### src/rtl/robot_ctrl_pkg.sv
// Shared types for the robot controller: drive commands, drive states and
// requester identities, plus a command-to-state helper.
package robot_ctrl_pkg;

  typedef enum logic [1:0] {
    CMD_IDLE    = 2'b00,
    CMD_FWD     = 2'b01,
    CMD_BRAKE   = 2'b10,
    CMD_ILLEGAL = 2'b11
  } drive_cmd_t;

  typedef enum logic [1:0] {
    S_IDLE,
    S_FWD,
    S_BRAKE,
    S_DEAD
  } drive_state_t;

  typedef enum logic [1:0] {
    WIN_NONE,
    WIN_ESTOP,
    WIN_MAN,
    WIN_AUTO
  } req_winner_t;

  function automatic drive_state_t cmd_to_state(input drive_cmd_t cmd);
    case (cmd)
      CMD_FWD:   return S_FWD;
      CMD_BRAKE: return S_BRAKE;
      default:   return S_IDLE;
    endcase
  endfunction

endpackage

### src/rtl/motor_req_arbiter.sv
// Fixed-priority select between estop, manual and automatic requesters.
// An illegal winning command is reported and degraded to an idle target.
module motor_req_arbiter
  import robot_ctrl_pkg::*;
(
  input  logic        estop,
  input  logic        man_valid,
  input  logic [1:0]  man_cmd,
  input  logic        auto_valid,
  input  logic [1:0]  auto_cmd,
  output drive_cmd_t  target,
  output req_winner_t winner,
  output logic        err
);

  always_comb begin
    target = CMD_IDLE;
    winner = WIN_NONE;
    err    = 1'b0;
    if (estop) begin
      target = CMD_BRAKE;
      winner = WIN_ESTOP;
    end else if (man_valid) begin
      winner = WIN_MAN;
      if (man_cmd == CMD_ILLEGAL) err = 1'b1;
      else                        target = drive_cmd_t'(man_cmd);
    end else if (auto_valid) begin
      winner = WIN_AUTO;
      if (auto_cmd == CMD_ILLEGAL) err = 1'b1;
      else                         target = drive_cmd_t'(auto_cmd);
    end
  end

endmodule

### src/rtl/motor_drive_scheduler.sv
// Drive-state scheduler: enforces minimum hold per drive direction and a
// dead-time with both outputs low on every forward/brake reversal.
module motor_drive_scheduler
  import robot_ctrl_pkg::*;
#(
  parameter int unsigned DEAD_CYCLES = 4,
  parameter int unsigned MIN_HOLD    = 8
) (
  input  logic       clk,
  input  logic       reset,
  input  logic       estop,
  input  logic       man_valid,
  input  logic [1:0] man_cmd,
  input  logic       auto_valid,
  input  logic [1:0] auto_cmd,
  output logic       Z1,
  output logic       Z2,
  output logic       man_gnt,
  output logic       auto_gnt,
  output logic       busy,
  output logic       cmd_err
);

  localparam int HOLD_W = $clog2(MIN_HOLD + 1);
  localparam int DEAD_W = $clog2(DEAD_CYCLES + 1);
  localparam logic [HOLD_W-1:0] HOLD_MAX = HOLD_W'(MIN_HOLD);
  localparam logic [DEAD_W-1:0] DEAD_MAX = DEAD_W'(DEAD_CYCLES);

  drive_cmd_t   target;
  req_winner_t  winner;
  logic         err;

  drive_state_t      state_reg, state_next;
  logic [HOLD_W-1:0] hold_cnt_reg, hold_cnt_next;
  logic [DEAD_W-1:0] dead_cnt_reg, dead_cnt_next;
  logic              z1_reg, z2_reg, man_gnt_reg, auto_gnt_reg, cmd_err_reg;
  drive_cmd_t        own_cmd;
  logic              hold_met;

  motor_req_arbiter u_arbiter (
    .estop      (estop),
    .man_valid  (man_valid),
    .man_cmd    (man_cmd),
    .auto_valid (auto_valid),
    .auto_cmd   (auto_cmd),
    .target     (target),
    .winner     (winner),
    .err        (err)
  );

  // estop relaxes the hold requirement but never the dead-time
  assign hold_met = (hold_cnt_reg == HOLD_MAX) || estop;

  always_comb begin
    state_next    = state_reg;
    hold_cnt_next = (hold_cnt_reg == HOLD_MAX) ? hold_cnt_reg : hold_cnt_reg + 1'b1;
    dead_cnt_next = dead_cnt_reg;
    own_cmd       = CMD_IDLE;
    busy          = 1'b0;
    case (state_reg)
      S_IDLE: begin
        hold_cnt_next = '0;
        dead_cnt_next = '0;
        state_next    = cmd_to_state(target);
      end
      S_FWD, S_BRAKE: begin
        if (state_reg == S_FWD) own_cmd = CMD_FWD;
        else                    own_cmd = CMD_BRAKE;
        if (target != own_cmd) begin
          if (!hold_met) begin
            busy = 1'b1;
          end else if (target == CMD_IDLE) begin
            state_next = S_IDLE;
          end else begin
            state_next    = S_DEAD;
            dead_cnt_next = DEAD_W'(1);
          end
        end
      end
      S_DEAD: begin
        busy          = 1'b1;
        hold_cnt_next = '0;
        if (dead_cnt_reg == DEAD_MAX) begin
          state_next    = cmd_to_state(target);
          dead_cnt_next = '0;
        end else begin
          dead_cnt_next = dead_cnt_reg + 1'b1;
        end
      end
      default: state_next = S_IDLE;
    endcase
  end

  always_ff @(posedge clk) begin
    if (reset) begin
      state_reg    <= S_IDLE;
      hold_cnt_reg <= '0;
      dead_cnt_reg <= '0;
      z1_reg       <= 1'b0;
      z2_reg       <= 1'b0;
      man_gnt_reg  <= 1'b0;
      auto_gnt_reg <= 1'b0;
      cmd_err_reg  <= 1'b0;
    end else begin
      state_reg    <= state_next;
      hold_cnt_reg <= hold_cnt_next;
      dead_cnt_reg <= dead_cnt_next;
      z1_reg       <= (state_next == S_FWD);
      z2_reg       <= (state_next == S_BRAKE);
      man_gnt_reg  <= (winner == WIN_MAN);
      auto_gnt_reg <= (winner == WIN_AUTO);
      cmd_err_reg  <= err;
    end
  end

  assign Z1       = z1_reg;
  assign Z2       = z2_reg;
  assign man_gnt  = man_gnt_reg;
  assign auto_gnt = auto_gnt_reg;
  assign cmd_err  = cmd_err_reg;

endmodule
### config.mk
export PLATFORM = sky130hd
export DESIGN_NAME = motor_drive_scheduler
export DESIGN_NICKNAME = d
export VERILOG_FILES = /design/src/rtl/robot_ctrl_pkg.sv /design/src/rtl/motor_req_arbiter.sv /design/src/rtl/motor_drive_scheduler.sv
export SDC_FILE = /design/constraint.sdc
export NUM_CORES = 1
export LEC_CHECK = 0
export ABC_AREA = 1
export BUFFER_PORTS_ARGS = -buffer_cell sky130_fd_sc_hd__buf_2
export CAP_MARGIN = 0
export CORE_MARGIN = 3
export CORE_UTILIZATION = 30
export CTS_CLUSTER_DIAMETER = 150
export DETAILED_ROUTE_END_ITERATION = 16
export MAX_ROUTING_LAYER = met4
export PLACE_DENSITY_LB_ADDON = 0.25
export RECOVER_POWER = 100
export SYNTH_ARGS = -nofsm -noshare
export SYNTH_HDL_FRONTEND = slang
export SYNTH_SLANG_ARGS = --single-unit
export TNS_END_PERCENT = 100
### constraint.sdc
create_clock -name clk -period 2.9 [get_ports clk]
set_input_delay 0.145 -clock clk [delete_from_list [all_inputs] [get_ports clk]]
set_output_delay 0.145 -clock clk [all_outputs]
set_load 0.05 [all_outputs]
## Word-level counts from Yosys, hierarchy flattened

Index checks and enable logic that the tools add are counted.
W data, S select, Z words.

| operators by class | value |
|---|---|
| add/sub/neg operators | 2 |
| multipliers | 0 |
| div/mod/pow operators | 0 |
| order comparisons | 0 |
| equal/unequal tests | 17 |
| shifts and indexed selects | 0 |
| mux-type cells | 28 |
| bitwise logic cells | 0 |
| reductions and logical operators | 7 |

Operators with widths:

| cell | number |
|---|---|
| $mux W2 | 14 |
| $eq A2 B2 Y1 const B | 8 |
| $mux W3 | 4 |
| $pmux W3 S3 | 1 |
| $eq A2 B1 Y1 const B | 3 |
| $mux W1 | 6 |
| $ne A2 B2 Y1 const B | 3 |
| $pmux W2 S3 | 1 |
| $add A4 B1 Y4 const B | 1 |
| $eq A4 B4 Y1 const B | 1 |
| $logic_not A2 Y1 | 2 |
| $pmux W2 S2 | 1 |
| $reduce_or A2 Y1 | 2 |
| $add A3 B1 Y3 const B | 1 |
| $eq A3 B3 Y1 const B | 1 |
| $reduce_and A3 Y1 | 1 |
| $reduce_or A3 Y1 | 1 |
| $ne A2 B2 Y1 | 1 |
| $pmux W1 S2 | 1 |
| $logic_or A1 B1 Y1 | 1 |

| word-level totals | value |
|---|---|
| register bits | 14 |
| latch bits | 0 |
| RAM bits | 0 |
| ROM bits | 0 |
| output and inout bits | 6 |
| memories | 0 |

## Depth between registers and ports, before layout

Gate-level depths: netlist of run 1.

| depth | value |
|---|---|
| word-level depth | 11 |
| gate-level depth with buffers | 12 |
| mapped depth without buffers | 12 |

## By module

From an unflattened synthesis of run 1, not the netlist that was laid out.

| unflattened totals | value |
|---|---|
| cells, all modules | 129 |
| area total of the unflattened synthesis | 884.6 um^2 |

Modules (own cells, without submodules):

| module | instances | cells an instance | area each (um^2) | seq. area each (um^2) |
|---|---|---|---|---|
| motor_drive_scheduler | 1 | 109 | 794.5 | 280.3 |
| motor_req_arbiter | 1 | 20 | 90.1 | 0.0 |

## Worst setup path after synthesis of run 1

OpenSTA, ideal clock, no wires.

| path | value |
|---|---|
| path type | flip-flop to output port |
| start | register state_reg[0] |
| end | output busy |
| arrival time | 1269 ps |
| data required time | 2755 ps |
| setup slack | 1486 ps |
| cell stages (with the launch flop) | 6 |
| buffers on the path | 0 |
| cells stage by stage | dfxtp_1 -> inv_1 -> ha_1 -> nand3_1 -> nor2_1 -> a31o_2 |

| between the ends | value |
|---|---|
| cells in the longest elaborated chain, start to end | 6 |
| elaborated cells between the ends (all ways) | 9 |

RTL lines:

| element | RTL line | source |
|---|---|---|
| start, declared | motor_drive_scheduler.sv:33 | `drive_state_t state_reg, state_next;` |
| start signal, assigned | motor_drive_scheduler.sv:105 | `state_reg <= state_next;` |
| $eq A2 B1 Y1 | motor_drive_scheduler.sv:60, motor_drive_scheduler.sv:67 |  |
| $mux W2 | motor_drive_scheduler.sv:67 | `if (state_reg == S_FWD) own_cmd = CMD_FWD;` |
| $mux W2 | motor_drive_scheduler.sv:60 | `case (state_reg)` |
| $ne A2 B2 Y1 | motor_drive_scheduler.sv:69 | `if (target != own_cmd) begin` |
| $mux W1 | motor_drive_scheduler.sv:69 |  |
| $pmux W1 S2 * | motor_drive_scheduler.sv:60 |  |
| end, declared | motor_drive_scheduler.sv:20 | `output logic busy,` |

Mark *: on every way between the ends. The rest lies on a longest branch, timed or not. The select of a mux whose other input is x is not followed.

## Worst setup path after layout of run 1

Ends and elaborated chain as after synthesis.

==> run summary, run 1 <==
R2r worst-path depth: 6
PortBufs: 14
Fill cells: 293
Largest net degree at the start of global routing: 9
Post-detail-place hpwl: 1480 um
ANT cells: 0
Slew margin rel.: 60.3%
DP Worst Slack: 1.31 ns
Die ar.: 0.00357 mm2
H-tree depth: 1
Insertion delay to the later sink of the worst-skew pair: 0.29 ns
CTS sink cnt: 14
Vias in the first global route: 773
Setup TNS: 0 ns
Final Non-Filler Cells: 183
Clk pin slew, worst setup/hold paths: 0.09 ns
Total track usage: 12.7%
Leakage: 0.519 nW
Post-Syn Area: 867 um2
Layout cell share with drive strength beyond 1: 9.15%
Comb power frac: 44.7%
Initial antenna violation count: 0
Total power: 0.715 mW
Max Cap Violations: 0
Hold-fix buffers, CTS: 0
Grt ovf: 0
Clk pwr share: 20.3%
Period utilization: 72.4%
Placer Congestion: 0.844
CP Launch Type: flop
Worst-Margin Slew: 0.598 ns
Initial drt markers: 37
# rows: 18
Syn Area/Cell: 6.42 um2
Post-Route WL: 1820 um
Largest register FFs: 4
Synthesized Nets: 151
Synth warn: 0
Final worst slack: 0.801 ns
Register share of total power: 35.0%
Min Tclk post-route: 2.10 ns
Critical path cell sequence: inv_1, ha_1, nand3_1, nor2_1, a31o_2, clkbuf_1
Worst R2R Setup Slack: 1.41 ns
Final core utilization: 38.1%
Die X: 59.8 um
Post-cts sizing count: 0
CP Max Fanout: 5
Root buffer cell: clkbuf_4
Commonest non-fill, non-tap cells in the layout: 28 x inv_1, 28 x nand2_1, 20 x nor2_1, 14 x dfxtp_1, 12 x nand3_1
Nets: 170
Drt wl/cell: 9.97 um
First-pass GRT wire length: 3320 um
Final setup fails: 0
Drt via density: 4.67
Slowest stage delay, CP: 0.47 ns
Ports: 15
WP data arrival: 1.95 ns
Clock skew: 0.00712 ns
Initial DRT Pass Iterations: 4
Sequential area share after synthesis: 32.3%
Number of synthesized register bits: 14
Post-synth cell types: 19
Initial core utilization: 33.2%
WS Path Type: flop to primary output
RSZ-0062 raised after global routing: no
Synth-to-layout area growth: 14.9%
CP required: 2.76 ns
Worst hold path type: primary input to flop
Core Region: 0.00261 mm2
Net Sw Frac: 42.6%
Power Dens Cells: 718 mW/mm2
Psw: 0.305 mW
Placed Cells incl. Taps: 179
Post-synthesis cell count: 135
Die Y: 59.8 um
CTS tree: built
Via count: 854
Worst hold path depth: 2
DRC violations left: 0
Fin. max-slew vios: 0
Max frequency: 477 MHz
Worst setup EP type: primary output
Post-CTS Setup Bufs: 0
Total CTS buffers: 3
Crit-path slowest cell: clkbuf_1
P_int: 0.410 mW
CTS max path bufs: 2
DRT antenna net count: 0
VDD IR-drop max: 0.000365 V
Final hold vios: 0
Status: finished clean
[through the flow]
stage	instance area (um2)	hold WS, ns
2_1_floorplan	867	0.217
3_3_place_gp	975	0.370
4_1_cts	1010	0.0539
5_1_grt	996	0.0551
6_report	996	0.0618
3_5_place_dp	975	0.369
[power groups by stage]
stage,clock (mW),combinational (mW),sequential [mW]
2_1_floorplan,0,0.231,0.282
3_5_place_dp,0,0.329,0.256
4_1_cts,0.149,0.331,0.251
5_1_grt,0.160,0.372,0.258
3_3_place_gp,0,0.323,0.254
6_report,0.145,0.320,0.251
[layer usage]
layer | routed length [um] | track usage, % | share of wire, % | vias up
li1 | - | - | - | 457
met1 | 864 | 16.0 | 47 | 377
met2 | 854 | 19.3 | 47 | 18
met3 | 85 | 3.89 | 4.7 | 2
met4 | 21 | 3.80 | 1.2 | 0
met5 | 0 | - | 0 | -
[critical path, delay by kind of cell, from the launching register on]
kind / cells / cell delay (ns)
flops: 1 / 0.36
fa+ha+maj: 1 / 0.37
simple gates: 2 / 0.22
compound gates: 1 / 0.17
buf+inv: 2 / 0.55
[cell usage after synthesis]
library cell  number  share of area (%)
a21oi_1            9                5.2
a31o_2             1                1.0
a31oi_1            1               0.72
dfxtp_1           14                 32
ha_1               7                 10
inv_1             27                 12
inv_2              1               0.43
nand2_1           28                 12
nand2_2            2                1.4
nand3_1           11                6.3
nand3_2            1                1.2
nand4_1            1               0.72
nor2_1            20                8.7
nor2_2             1               0.72
nor3_1             3                1.7
nor3b_1            1               0.87
o21ai_0            5                2.9
o31ai_1            1               0.87
xnor2_1            1                1.0
[layout make-up]
class                           instances  area (um2)  area share, %
Multi-Input combinational cell         93         477           47.9
Inverter                               28         105           10.6
Clock buffer                            4        36.3           3.64
Timing Repair Buffer                   14        60.1           6.03
Sequential cell                        14         280           28.1
Tap cell                               30        37.5           3.77
[cells by family (layout without fill, tap and decap cells)]
group                      after synthesis  count (layout)  synth area share, %
and+or+nand+nor                         68              68                 33.8
buffers and inverters                   28              46                 12.1
AOI/OAI and AO/OA                       17              17                 10.7
DFF                                     14              14                 32.3
adders and majority gates                7               7                 10.1
xor gates and xnor gates                 1               1                 1.01
[worst paths after layout]
kind,start,end
max,state_reg[0],busy
max reg2reg,state_reg[0],dead_cnt_reg[0]
min,reset,dead_cnt_reg[0]
min reg2reg,hold_cnt_reg[3],hold_cnt_reg[3]
(Power assumes the default switching activity.)
==> run 2: changes to the inputs <==
- clock period: 2.9 -> 1.8 ns (I/O delays scaled with it)
==> run summary, run 2 (synthesis results as in run 1) <==
Status: finished clean
Total CTS buffers: 3
Insertion delay to the later sink of the worst-skew pair: 0.28 ns
Max Cap Violations: 0
Drt wl/cell: 10.1 um
Delay-heaviest family, CP: flip-flops
CTS sink cnt: 14
Die Y: 59.8 um
Commonest non-fill, non-tap cells in the layout: 28 x inv_1, 28 x nand2_1, 20 x nor2_1, 12 x dfxtp_1, 11 x nand3_1
CP Max Fanout: 5
PortBufs: 14
# rows: 18
Final core utilization: 39.2%
Initial core utilization: 33.2%
Post-detail-place hpwl: 1490 um
Drt via density: 4.62
Layout cell share with drive strength beyond 1: 12.4%
Clk pin slew, worst setup/hold paths: 0.09 ns
CP required: 1.71 ns
Area post-placement: 975 um2
Final setup fails: 0
ANT cells: 0
Fin. max-slew vios: 0
Worst setup EP type: primary output
Buf/Inv on CP: 2
CTS tree: built
Worst-Margin Slew: 0.593 ns
Initial DRT Pass Iterations: 4
Final Instance Area: 0.00102 mm2
Max frequency: 604 MHz
Nets: 170
Vias in the first global route: 821
Clock skew: 0.00878 ns
Largest net degree at the start of global routing: 9
Crit-path slowest cell: dfxtp_1
Instance count on the critical path: 6
CP Launch Type: flop
Largest register FFs: 4
Total power: 1.19 mW
Root buffer cell: clkbuf_4
Final hold vios: 0
Worst hold path depth: 2
Leakage: 0.526 nW
Post-Route WL: 1840 um
WS Path Type: flop to primary output
Via count: 845
Total track usage: 12.4%
WP data arrival: 1.57 ns
Placer Congestion: 0.844
CTS max path bufs: 2
First-pass GRT wire length: 3330 um
Slew margin rel.: 60.7%
H-tree depth: 1
R2r worst-path depth: 10
VDD IR-drop max: 0.000708 V
Synth-to-layout area growth: 18.0%
DRC violations left: 0
Die X: 59.8 um
Initial drt markers: 27
DRT antenna net count: 0
Power Dens Cells: 1160 mW/mm2
Critical path cell sequence: inv_1, ha_4, nand3_1, nor2_1, a31o_2, buf_6
Initial antenna violation count: 0
Slowest stage delay, CP: 0.34 ns
Grt ovf: 0
Min Tclk post-route: 1.66 ns
Die ar.: 0.00357 mm2
Worst hold path type: primary input to flop
Core Region: 0.00261 mm2
Setup TNS: 0 ns
RSZ-0062 raised after global routing: no
Ports: 15
Hold-fix buffers, CTS: 0
Period utilization: 92.0%
==> run 2: final timing paths <==
path                                      start               to  slack, ns
worst max-delay path               state_reg[1]             busy       0.14
worst min-delay path                      reset  dead_cnt_reg[0]      0.007
worst max register to register  dead_cnt_reg[0]               Z2       0.29
worst min register to register  hold_cnt_reg[0]  hold_cnt_reg[0]       0.48
==> run 2: timing repair <==
| action | CTS | global route |
|---|---|---|
| endpoints found under the setup margin | 1 | 1 |
| gates resized for setup | 2 | 4 |
| hold endpoints to repair | 0 | 0 |
| buffers inserted | 0 | 0 |
==> run 2: final cells by class <==
type,instances,area (um2)
inverters,28,105
flip-flops and latches,14,283
clock buffers,4,36.3
multi-input cells,93,494
well taps,30,37.5
repair buffers,14,67.6
fillers,290,1590
==> run 2: stage by stage <==
| step | hold slack (ns) | std cells | setup WS (ns) |
|---|---|---|---|
| 2_1_floorplan | 0.162 | 135 | 0.441 |
| 3_3_place_gp | 0.307 | 179 | 0.303 |
| 3_5_place_dp | 0.311 | 179 | 0.276 |
| 4_1_cts | 0.00304 | 183 | 0.0168 |
| 5_1_grt | 0.00719 | 183 | 0.0467 |
| 6_report | 0.00734 | 183 | 0.145 |
==> run 2: layer usage <==
metal	share of wire (%)	up-vias	GRT usage [%]
li1	-	456	-
met1	50	378	15.8
met2	46	9	19.1
met3	3.0	2	3.89
met4	0.82	0	2.85
met5	0	-	-
==> run 2: worst reg2reg max path, cell delays in order (launching register included) <==
cell and delay, ns:
dfxtp_1 0.34, inv_1 0.08, ha_1 0.20, nand2_1 0.11, inv_1 0.09, o31ai_1 0.22, inv_1 0.07, nand2_1 0.07
inv_1 0.04, a21oi_1 0.14, nor2_1 0.06
==> run 2: report_power, final <==
group	switching (mW)	internal, mW
clock	0.104	0.123
combinational	0.360	0.197
sequential	0.0342	0.373
